==> config.mk <==
export PLATFORM = sky130hd
export DESIGN_NAME = tile_line_renderer_flat
export DESIGN_NICKNAME = d
export VERILOG_FILES = /design/src/rtl/tile_line_renderer_if.sv /design/src/rtl/tile_line_renderer.sv /design/src/flat_wrapper.sv
export SDC_FILE = /design/constraint.sdc
export NUM_CORES = 1
export LEC_CHECK = 0
export CORE_UTILIZATION = 50
export DETAILED_ROUTE_END_ITERATION = 10
export GPL_ROUTABILITY_DRIVEN = 1
export PLACE_DENSITY = 0.9
export REMOVE_ABC_BUFFERS = 1
export SYNTH_ARGS = -nofsm -noshare
export SYNTH_HDL_FRONTEND = slang
export SYNTH_SLANG_ARGS = --single-unit
==> constraint.sdc <==
create_clock -name clk -period 3.4 [get_ports clk]
set_input_delay 0.85 -clock clk [delete_from_list [all_inputs] [get_ports clk]]
set_output_delay 0.85 -clock clk [all_outputs]
set_load 0.01 [all_outputs]
==> src/rtl/tile_line_renderer_if.sv <==
// Request/handshake, BRAM read ports and line-buffer write port of the tile line renderer.
// The renderer uses the slave modport; the line scheduler / memory side uses master.
interface tile_line_renderer_if #(
  parameter int unsigned LINE_PIXELS = 400,
  parameter int unsigned MAP_BITS    = 6,
  parameter int unsigned BPP         = 2,
  parameter int unsigned COLOR_WIDTH = 8
);
  localparam int unsigned CW = MAP_BITS + 3;
  localparam int unsigned XW = $clog2(LINE_PIXELS);
  localparam int unsigned GW = 11 + $clog2(BPP);
  localparam int unsigned PW = 8 + BPP;

  logic                   start;
  logic [CW-1:0]          line_y;
  logic                   bank;
  logic [CW-1:0]          scroll_x;
  logic [CW-1:0]          scroll_y;
  logic                   abort;
  logic                   busy;
  logic                   done;
  logic [2*MAP_BITS-1:0]  map_addr;
  logic [7:0]             map_data;
  logic [GW-1:0]          glyph_addr;
  logic [7:0]             glyph_data;
  logic [PW-1:0]          pal_addr;
  logic [COLOR_WIDTH-1:0] pal_data;
  logic                   lb_we;
  logic [XW:0]            lb_addr;
  logic [COLOR_WIDTH-1:0] lb_data;

  modport master (
    output start, line_y, bank, scroll_x, scroll_y, abort,
    output map_data, glyph_data, pal_data,
    input  busy, done, map_addr, glyph_addr, pal_addr, lb_we, lb_addr, lb_data
  );

  modport slave (
    input  start, line_y, bank, scroll_x, scroll_y, abort,
    input  map_data, glyph_data, pal_data,
    output busy, done, map_addr, glyph_addr, pal_addr, lb_we, lb_addr, lb_data
  );
endinterface

==> src/rtl/tile_line_renderer.sv <==
// Renders one scrolled tile-map scanline into a line-buffer bank through a
// 4-stage pipeline over three 1-cycle-latency BRAM read ports (map, glyph, palette).
module tile_line_renderer #(
  parameter int unsigned LINE_PIXELS = 400,
  parameter int unsigned MAP_BITS    = 6,
  parameter int unsigned BPP         = 2,
  parameter int unsigned COLOR_WIDTH = 8,
  parameter int unsigned TRANSP_EN   = 0
) (
  input logic clk,
  input logic rst_n,
  tile_line_renderer_if.slave bus
);
  localparam int unsigned CW     = MAP_BITS + 3;
  localparam int unsigned XW     = $clog2(LINE_PIXELS);
  localparam int unsigned PPB    = 8 / BPP;
  localparam int unsigned PPB_W  = $clog2(PPB);
  localparam int unsigned BYTE_W = $clog2(BPP);
  localparam logic [XW-1:0] X_LAST = XW'(LINE_PIXELS - 1);

  typedef enum logic [1:0] {IDLE, RUN, DRAIN} state_t;

  state_t        state;
  logic          busy_q;
  logic          done_q;
  logic          bank_q;
  logic [XW-1:0] x_q;
  logic [CW-1:0] sx_q;
  logic [CW-1:0] sy_q;
  logic [1:0]    drain_q;

  logic          v2_q;
  logic [XW-1:0] x2_q;
  logic [2:0]    px2_q;
  logic          v3_q;
  logic [XW-1:0] x3_q;
  logic [2:0]    px3_q;
  logic [7:0]    tile3_q;
  logic          lb_we_q;
  logic [XW:0]   lb_addr_q;

  logic [2:0]     fld;
  logic [7:0]     glyph_shift;
  logic [BPP-1:0] pix_idx;
  logic           transp_hit;

  // Read addresses come straight from pipeline registers plus returned BRAM data.
  assign bus.map_addr   = {sy_q[CW-1:3], sx_q[CW-1:3]};
  assign bus.glyph_addr = {bus.map_data, sy_q[2:0], BYTE_W'(px2_q >> PPB_W)};

  // Field 0 of a glyph byte is the leftmost pixel, held in the MSBs.
  assign fld         = 3'(px3_q[PPB_W-1:0]);
  assign glyph_shift = bus.glyph_data << (3'(BPP) * fld);
  assign pix_idx     = glyph_shift[7 -: BPP];
  assign transp_hit  = (TRANSP_EN != 0) && (pix_idx == '0);
  assign bus.pal_addr = {tile3_q, pix_idx};

  assign bus.busy    = busy_q;
  assign bus.done    = done_q;
  assign bus.lb_we   = lb_we_q;
  assign bus.lb_addr = lb_addr_q;
  assign bus.lb_data = bus.pal_data;

  always_ff @(posedge clk) begin
    if (!rst_n) begin
      state     <= IDLE;
      busy_q    <= 1'b0;
      done_q    <= 1'b0;
      bank_q    <= 1'b0;
      x_q       <= '0;
      sx_q      <= '0;
      sy_q      <= '0;
      drain_q   <= '0;
      v2_q      <= 1'b0;
      x2_q      <= '0;
      px2_q     <= '0;
      v3_q      <= 1'b0;
      x3_q      <= '0;
      px3_q     <= '0;
      tile3_q   <= '0;
      lb_we_q   <= 1'b0;
      lb_addr_q <= '0;
    end else begin
      // Pipeline advances every cycle; only stage 1 is gated by the FSM.
      v2_q      <= (state == RUN);
      x2_q      <= x_q;
      px2_q     <= sx_q[2:0];
      v3_q      <= v2_q;
      x3_q      <= x2_q;
      px3_q     <= px2_q;
      tile3_q   <= bus.map_data;
      lb_we_q   <= v3_q && !transp_hit;
      lb_addr_q <= {bank_q, x3_q};
      done_q    <= 1'b0;

      case (state)
        IDLE: begin
          if (bus.start && !bus.abort) begin
            state   <= RUN;
            busy_q  <= 1'b1;
            bank_q  <= bus.bank;
            x_q     <= '0;
            sx_q    <= bus.scroll_x;
            sy_q    <= bus.line_y + bus.scroll_y;
          end
        end
        RUN: begin
          if (x_q == X_LAST) begin
            state   <= DRAIN;
            drain_q <= '0;
          end else begin
            x_q  <= x_q + XW'(1);
            sx_q <= sx_q + CW'(1);
          end
        end
        DRAIN: begin
          if (drain_q == 2'd2) begin
            state  <= IDLE;
            busy_q <= 1'b0;
            done_q <= 1'b1;
          end else begin
            drain_q <= drain_q + 2'd1;
          end
        end
        default: state <= IDLE;
      endcase

      // Abort squashes everything still in flight, including the pending done.
      if (bus.abort && (state != IDLE)) begin
        state   <= IDLE;
        busy_q  <= 1'b0;
        done_q  <= 1'b0;
        v2_q    <= 1'b0;
        v3_q    <= 1'b0;
        lb_we_q <= 1'b0;
      end
    end
  end
endmodule
==> src/flat_wrapper.sv <==
// flat-port wrapper written by rule: the top's interface ports become plain ports
module tile_line_renderer_flat 
#(
  parameter int unsigned LINE_PIXELS = 400,
  parameter int unsigned MAP_BITS    = 6,
  parameter int unsigned BPP         = 2,
  parameter int unsigned COLOR_WIDTH = 8,
  parameter int unsigned TRANSP_EN   = 0
)
  (clk, rst_n, bus_start, bus_line_y, bus_bank, bus_scroll_x, bus_scroll_y, bus_abort, bus_map_data, bus_glyph_data, bus_pal_data, bus_busy, bus_done, bus_map_addr, bus_glyph_addr, bus_pal_addr, bus_lb_we, bus_lb_addr, bus_lb_data);
  tile_line_renderer_if #(.LINE_PIXELS(LINE_PIXELS), .MAP_BITS(MAP_BITS), .BPP(BPP), .COLOR_WIDTH(COLOR_WIDTH)) bus_i ();
  input logic clk;
  input logic rst_n;
  input wire logic [$bits(bus_i.start)-1:0] bus_start;
  input wire logic [$bits(bus_i.line_y)-1:0] bus_line_y;
  input wire logic [$bits(bus_i.bank)-1:0] bus_bank;
  input wire logic [$bits(bus_i.scroll_x)-1:0] bus_scroll_x;
  input wire logic [$bits(bus_i.scroll_y)-1:0] bus_scroll_y;
  input wire logic [$bits(bus_i.abort)-1:0] bus_abort;
  input wire logic [$bits(bus_i.map_data)-1:0] bus_map_data;
  input wire logic [$bits(bus_i.glyph_data)-1:0] bus_glyph_data;
  input wire logic [$bits(bus_i.pal_data)-1:0] bus_pal_data;
  output wire logic [$bits(bus_i.busy)-1:0] bus_busy;
  output wire logic [$bits(bus_i.done)-1:0] bus_done;
  output wire logic [$bits(bus_i.map_addr)-1:0] bus_map_addr;
  output wire logic [$bits(bus_i.glyph_addr)-1:0] bus_glyph_addr;
  output wire logic [$bits(bus_i.pal_addr)-1:0] bus_pal_addr;
  output wire logic [$bits(bus_i.lb_we)-1:0] bus_lb_we;
  output wire logic [$bits(bus_i.lb_addr)-1:0] bus_lb_addr;
  output wire logic [$bits(bus_i.lb_data)-1:0] bus_lb_data;
  assign bus_i.start = bus_start;
  assign bus_i.line_y = bus_line_y;
  assign bus_i.bank = bus_bank;
  assign bus_i.scroll_x = bus_scroll_x;
  assign bus_i.scroll_y = bus_scroll_y;
  assign bus_i.abort = bus_abort;
  assign bus_i.map_data = bus_map_data;
  assign bus_i.glyph_data = bus_glyph_data;
  assign bus_i.pal_data = bus_pal_data;
  assign bus_busy = bus_i.busy;
  assign bus_done = bus_i.done;
  assign bus_map_addr = bus_i.map_addr;
  assign bus_glyph_addr = bus_i.glyph_addr;
  assign bus_pal_addr = bus_i.pal_addr;
  assign bus_lb_we = bus_i.lb_we;
  assign bus_lb_addr = bus_i.lb_addr;
  assign bus_lb_data = bus_i.lb_data;
  tile_line_renderer #(.LINE_PIXELS(LINE_PIXELS), .MAP_BITS(MAP_BITS), .BPP(BPP), .COLOR_WIDTH(COLOR_WIDTH), .TRANSP_EN(TRANSP_EN)) u_core (.clk(clk), .rst_n(rst_n), .bus(bus_i));
endmodule
==> reports/results.ini <==
[logic_synthesis]
ys_seq_area_frac = 0.447
synth-seq-cells = 78
synth_cells = 382
async_flop_share = 0
synth_top_area_frac = 0.447
syn_avg_cell_area_um2 = 9.14
synthTopCellsByArea = dfxtp_1 45%, and2_1 8.1%, buf_4 5.2%, ha_1 5.0%, nand2_1 3.1%
synth_flop_cell = dfxtp_1
synth_edf_count = 0
ys_types = 55
syn_area_um2 = 3490
yosysTopAreaCell = dfxtp_1
yosys_warnings = 0

[timing]
max_freq_mhz = 328
hold_slack_ns = 0.423
fin_ws_ns = 0.355
worstMarginPinSlew_ns = 0.700
setup_viol = 0
maxSlewHeadroom = 0.533
fin_worst_skew_ns = 0.00918
slew_viol_final = 0
fin_crit_sh = 0.896
rsz0062_at_grt = no
final_hold_viol_count = 0
setup_tns_ns = 0
finalWorstPathRequiredPeriod_ns = 3.05

[clock_network]
clkSinkCount = 78
root_buffer = clkbuf_8
htreeDepth = 3
path_clk_slew_ns = 0.07
cts_setup_buffers = 0
clkLatencyLatePin_ns = 0.34
tritoncts = yes
cts_buffers = 9
cts_resized = 0
clk_path_buf_depth = 2
holdBufCountCts = 0

[pwr]
powerDensity_nw_per_um2 = 456
power.leakage_nw = 1.76
finalPower_mw = 2.07
ir_drop_uv = 278

[detailed_routing]
ant_nets = 0
wl_per_cell_um = 13.4
drc = 0
wl_mm = 7.17
dr.pass1.iters = 6
num_vias = 2914
viasPerCell = 5.46
drt-initial-drc-count = 132

[layout]
num-nets-final = 522
drive_gt1_frac = 0.0705
final_common_cell = clkdlybuf4s50_1
utilization = 0.670
synthToLayoutAreaGrowth_pct = 29.6
layout_common_cells = 93 x clkdlybuf4s50_1, 78 x dfxtp_1, 45 x and2_1
layout.cells.non_filler = 534
n_fill_cell = 555
diodes = 0
fin_area_um2 = 4520

[worst_hold_path]
hold_path_class = flip-flop to flip-flop
holdPathStages = 2

[critical_path]
worstPathArrival_ns = 2.20
r2r_cells = 8
critPathMostFrequentCell = clkdlybuf4s50_1
worstSetupEndpointType = output pin
critPathBufInv = 2
worstPathRequired_ns = 2.55
cp-start-kind = primary input
setup.worst_path.class = primary input to output pin
cp_max_fo = 1
path_cells = clkdlybuf4s50_1 -> mux4_2 -> clkdlybuf4s50_1
max_stage_delay_ns = 0.49
cpMaxStageDelayCell = clkdlybuf4s50_1
path_delay_family = buffers and inverters
cp.depth = 3

[grt]
overflow = 0
grt_pass1_vias = 2785
grt_pass1_wl_mm = 11.9
grt_antenna_before_repair = 0
grt_max_degree = 36
grtUsageTotal = 0.203

[die]
die-area_um2 = 7320
core_area_um2 = 6760
rows = 30
die_w_um = 85.6
initial_core_util = 0.517
dieHeight_um = 85.6
io_pins = 111

[placed_design]
dp_hpwl_mm = 5.09
postPlaceCellArea_um2 = 4310
gp_congestion = 0.853
dp_slack_ns = 0.354
dp.cells = 520
io_buffers = 94

[job]
maxCapViolations = 0

[status]
outcome = complete, no violations

## report_power, final
| group | total, mW | switching (mW) | internal (mW) |
|---|---|---|---|
| sequential | 0.975 | 0.0256 | 0.949 |
| clock | 0.735 | 0.311 | 0.424 |
| combinational | 0.356 | 0.175 | 0.181 |
| total | 2.07 | 0.512 | 1.55 |
## path summary, 6_finish.rpt
| path | slack [ns] | from | to |
|---|---|---|---|
| worst max-delay path | 0.35 | bus_glyph_data[3] | bus_pal_addr[1] |
| worst min-delay path | 0.42 | u_core.v3_q | u_core.bus.lb_we |
| worst max register to register | 1.26 | u_core.state[1] | u_core.sx_q[3] |
| worst min register to register | 0.42 | u_core.v3_q | u_core.bus.lb_we |
## registers in the layout, summed over array words and instances (netlist names)
name / count
u_core.bank_q: 1
u_core.v2_q: 1
u_core.x3_q: 9
u_core.x2_q: 9
u_core.v3_q: 1
u_core.state: 2
u_core.sx_q: 9
u_core.x_q: 9
u_core.px3_q: 2
u_core.bus.lb_we: 1
u_core.tile3_q: 8
u_core.px2_q: 3
u_core.bus.done: 1
u_core.bus.busy: 1
u_core.sy_q: 9
u_core.drain_q: 2
u_core.bus.lb_addr: 10
## cells by family after synthesis
kind of cell	count (synthesis)	synth area share
AO/OA/AOI/OAI	73	0.147
AND/OR/NAND/NOR	155	0.239
adder cells (fa/ha/maj)	15	0.0559
multiplexers	4	0.0186
buffers and inverters	54	0.0849
XOR/XNOR	3	0.00753
flip-flops	78	0.447
## cell type report
cell class                      instances  area [um^2]  share of cell area
Clock buffer                           10          138              0.0304
Clock inverter                          4         72.6              0.0160
Inverter                               14         52.6              0.0116
Multi-Input combinational cell        250         1630               0.361
Sequential cell                        78         1560               0.345
Tap cell                               80          100              0.0221
Timing Repair Buffer                   98          966               0.213
## per-layer routing
| layer | up-vias | share of wire | routed length [um] | track usage |
|---|---|---|---|---|
| li1 | 1438 | - | - | - |
| met1 | 1351 | 0.41 | 2960 | 0.229 |
| met2 | 112 | 0.50 | 3590 | 0.352 |
| met3 | 13 | 0.070 | 502 | 0.0529 |
| met4 | 0 | 0.018 | 130 | 0.111 |
| met5 | - | 0 | 0 | 0 |
## cells in the mapped netlist, types with 2 or more instances
cell type  count
nand2b_1       2
mux2i_1        2
nor4_1         3
nor2_1        25
buf_4         24
o211ai_1       4
o21ai_0       17
a32o_1         2
inv_1         14
nor3_1         9
nand4_1        3
and2_0         2
nand3_1       15
a21oi_1       13
nand2b_4       2
o21a_1         2
a211oi_1       6
clkbuf_1      12
a21o_1         2
or3_1          5
xor2_1         2
and2_1        45
ha_1          14
dfxtp_1       78
a31oi_1        7
buf_2          3
nand2_1       29
o221a_2        3
nor2b_1        4
mux4_2         2
and3_1         4
o31ai_1        4
## tightest hold or removal path: cells and delay by family, from the launching register on
family        cells  cell delay [ns]
buf+inv           1             0.04
flops             1             0.30
simple gates      1             0.04
(Power assumes the default switching activity.)
==> RTL change, RTL diff (same settings) <==
Encoding of `state_t`: now one-hot (3 bits for 3 states).
--- a/src/rtl/tile_line_renderer.sv
+++ b/src/rtl/tile_line_renderer.sv
@@ -18,7 +18,7 @@
   localparam int unsigned BYTE_W = $clog2(BPP);
   localparam logic [XW-1:0] X_LAST = XW'(LINE_PIXELS - 1);
 
-  typedef enum logic [1:0] {IDLE, RUN, DRAIN} state_t;
+  typedef enum logic [2:0] {IDLE = 3'b001, RUN = 3'b010, DRAIN = 3'b100} state_t;
 
   state_t        state;
   logic          busy_q;
Function: same outputs for any inputs over 10 cycles, from zero or initial values and one cycle with rst_n low; not proved beyond that.
==> RTL change against the unedited design <==
First-iteration DRC count up 67%; total power decreased by 11%; fmax shrank 0.51%; worst setup slack lost 15 ps; design area shrank 1.6%; wire length up 6.6%; area after synthesis is 1.6% lower; largest power group unchanged; clock skew down 1.8 ps; global-route usage is 2.1 points higher; sequential cell count increased by 1; combinational power is 28% lower; sequential power is 0.8% lower; the run now ends with design-rule violations left; clock power shrank 15%; highest routed layer unchanged.
==> RTL change: results (changes against the unedited design) <==
metric,value,unit,change
n_diodes,0,,unchanged
Pleak,1.663,nW,was 1.760 nW
failing checks,design-rule violations,,
Remaining DRCs,10,,was 0
met3 Usage GRT,0.04767,,was 0.05294
metal2 WL,3835,um,was 3585 um
GR Util All Layers,0.2238,,was 0.2033
fin crit share,0.9002,,was 0.8957
dpl ws,329.1,ps,was 354.0 ps
placed cell count,504,,was 520
number of distinct library cells after synthesis,54,,was 55
largest cells by area after synthesis,"dfxtp_1, and2_1, buf_4, ha_1, a21oi_1",,"was dfxtp_1, and2_1, buf_4, ha_1, nand2_1"
fillcell total,505,,was 555
global-route wire length before repair,13000,um,was 11920 um
Routed met3 length,562,um,was 502 um
gpl congestion,0.8223,,was 0.8529
hpwl dp,5419,um,was 5094 um
Met1 Wirelength,3145,um,was 2956 um
Port Buf Inserts,94,,unchanged
share of cells above drive strength 1,0.07675,,was 0.07048
DR WL/cell,14.71,um,was 13.43 um
DR vias,2933,,was 2914
slowest CP cell,clkdlybuf4s50_1,,unchanged
number of antenna violations at the first check in global routing,0,,unchanged
largest net degree at the start of global routing,49,,was 36
number of DRC markers in iteration 0,221,,was 132
Max VDD drop,0.2317,mV,was 0.2776 mV
Max stage delay on crit path,490,ps,about the same
"top cells by count, synth","dfxtp_1, and2_1, nand2_1",,unchanged
"Arr. time, crit path",2210,ps,
Clock transition at path regs,90,ps,was 70 ps
syn avg cell area,9.314,um^2,was 9.142 um^2
met1 GRT Util,0.2743,,was 0.2289
Rel. slew slack,0.6146,,was 0.5328
"Seq/Total Area, Yosys",0.4601,,was 0.4472
Initial DRT Pass Iterations,11,,was 6
clock buffer depth,2,,unchanged
routed wire length,7647,um,was 7174 um
Max Fanout on Critical Path,1,,unchanged
outcome,"finished, violations left",,"was complete, no violations"
Clock Skews,7.412,ps,was 9.179 ps
Nets,506,,was 522
vias in the first global route,2802,,was 2785
GR Util met2,0.3836,,was 0.3520
RTL change: changes by cell type after synthesis, sizes merged, moves of 4 or more:
cell,change
and2,-8
nand2,+4
nor3,-6
a21oi,+13
inv,-9
o31ai,-4
o32ai,+6
nor2,-9
RTL change: logic make-up (layout without fill, tap and decap cells):
group	Yosys count	in the layout	share of synthesized area
and+or+nand+nor	136	136	0.2151
buffers and inverters	48	122	0.07973
AOI/OAI and AO/OA	88	88	0.1758
muxes	2	2	0.01310
DFF	79	79	0.4601
adders and majority gates	12	12	0.04587
xor gates and xnor gates	4	4	0.01019
RTL change: stage by stage:
step           power [mW]  cell area [um^2]  hold slack, ps
2_1_floorplan       1.090              3182           411.8
3_3_place_gp        1.233              4272           413.7
3_5_place_dp        1.243              4272           418.6
4_1_cts             1.858              4452           439.2
5_1_grt             1.941              4452           452.6
6_report            1.846              4452           436.5
RTL change: layout make-up:
type / instances / area [um^2] / area share
Sequential cell: 79 / 1582 / 0.3553
Multi-Input combinational cell: 242 / 1582 / 0.3553
Tap cell: 77 / 96.34 / 0.02164
Inverter: 5 / 18.77 / 0.004216
Timing Repair Buffer: 101 / 993.5 / 0.2232
Clock buffer: 9 / 123.9 / 0.02782
Clock inverter: 7 / 56.30 / 0.01265
RTL change: final timing paths:
path	cells after the start	startpoint	to	slack [ps]
max	3	bus_glyph_data[1]	bus_pal_addr[1]	340
min	1	u_core.x2_q[4]	u_core.x3_q[4]	440
max reg2reg	4	u_core.state[1]	u_core.sx_q[4]	1360
min reg2reg	1	u_core.x2_q[4]	u_core.x3_q[4]	440
RTL change: report_power, final:
part           switching [mW]  total, mW  internal [mW]
Sequential             0.0181      0.967          0.949
Clock                   0.350      0.622          0.272
Combinational           0.114      0.257          0.143
Total                   0.482       1.85           1.36
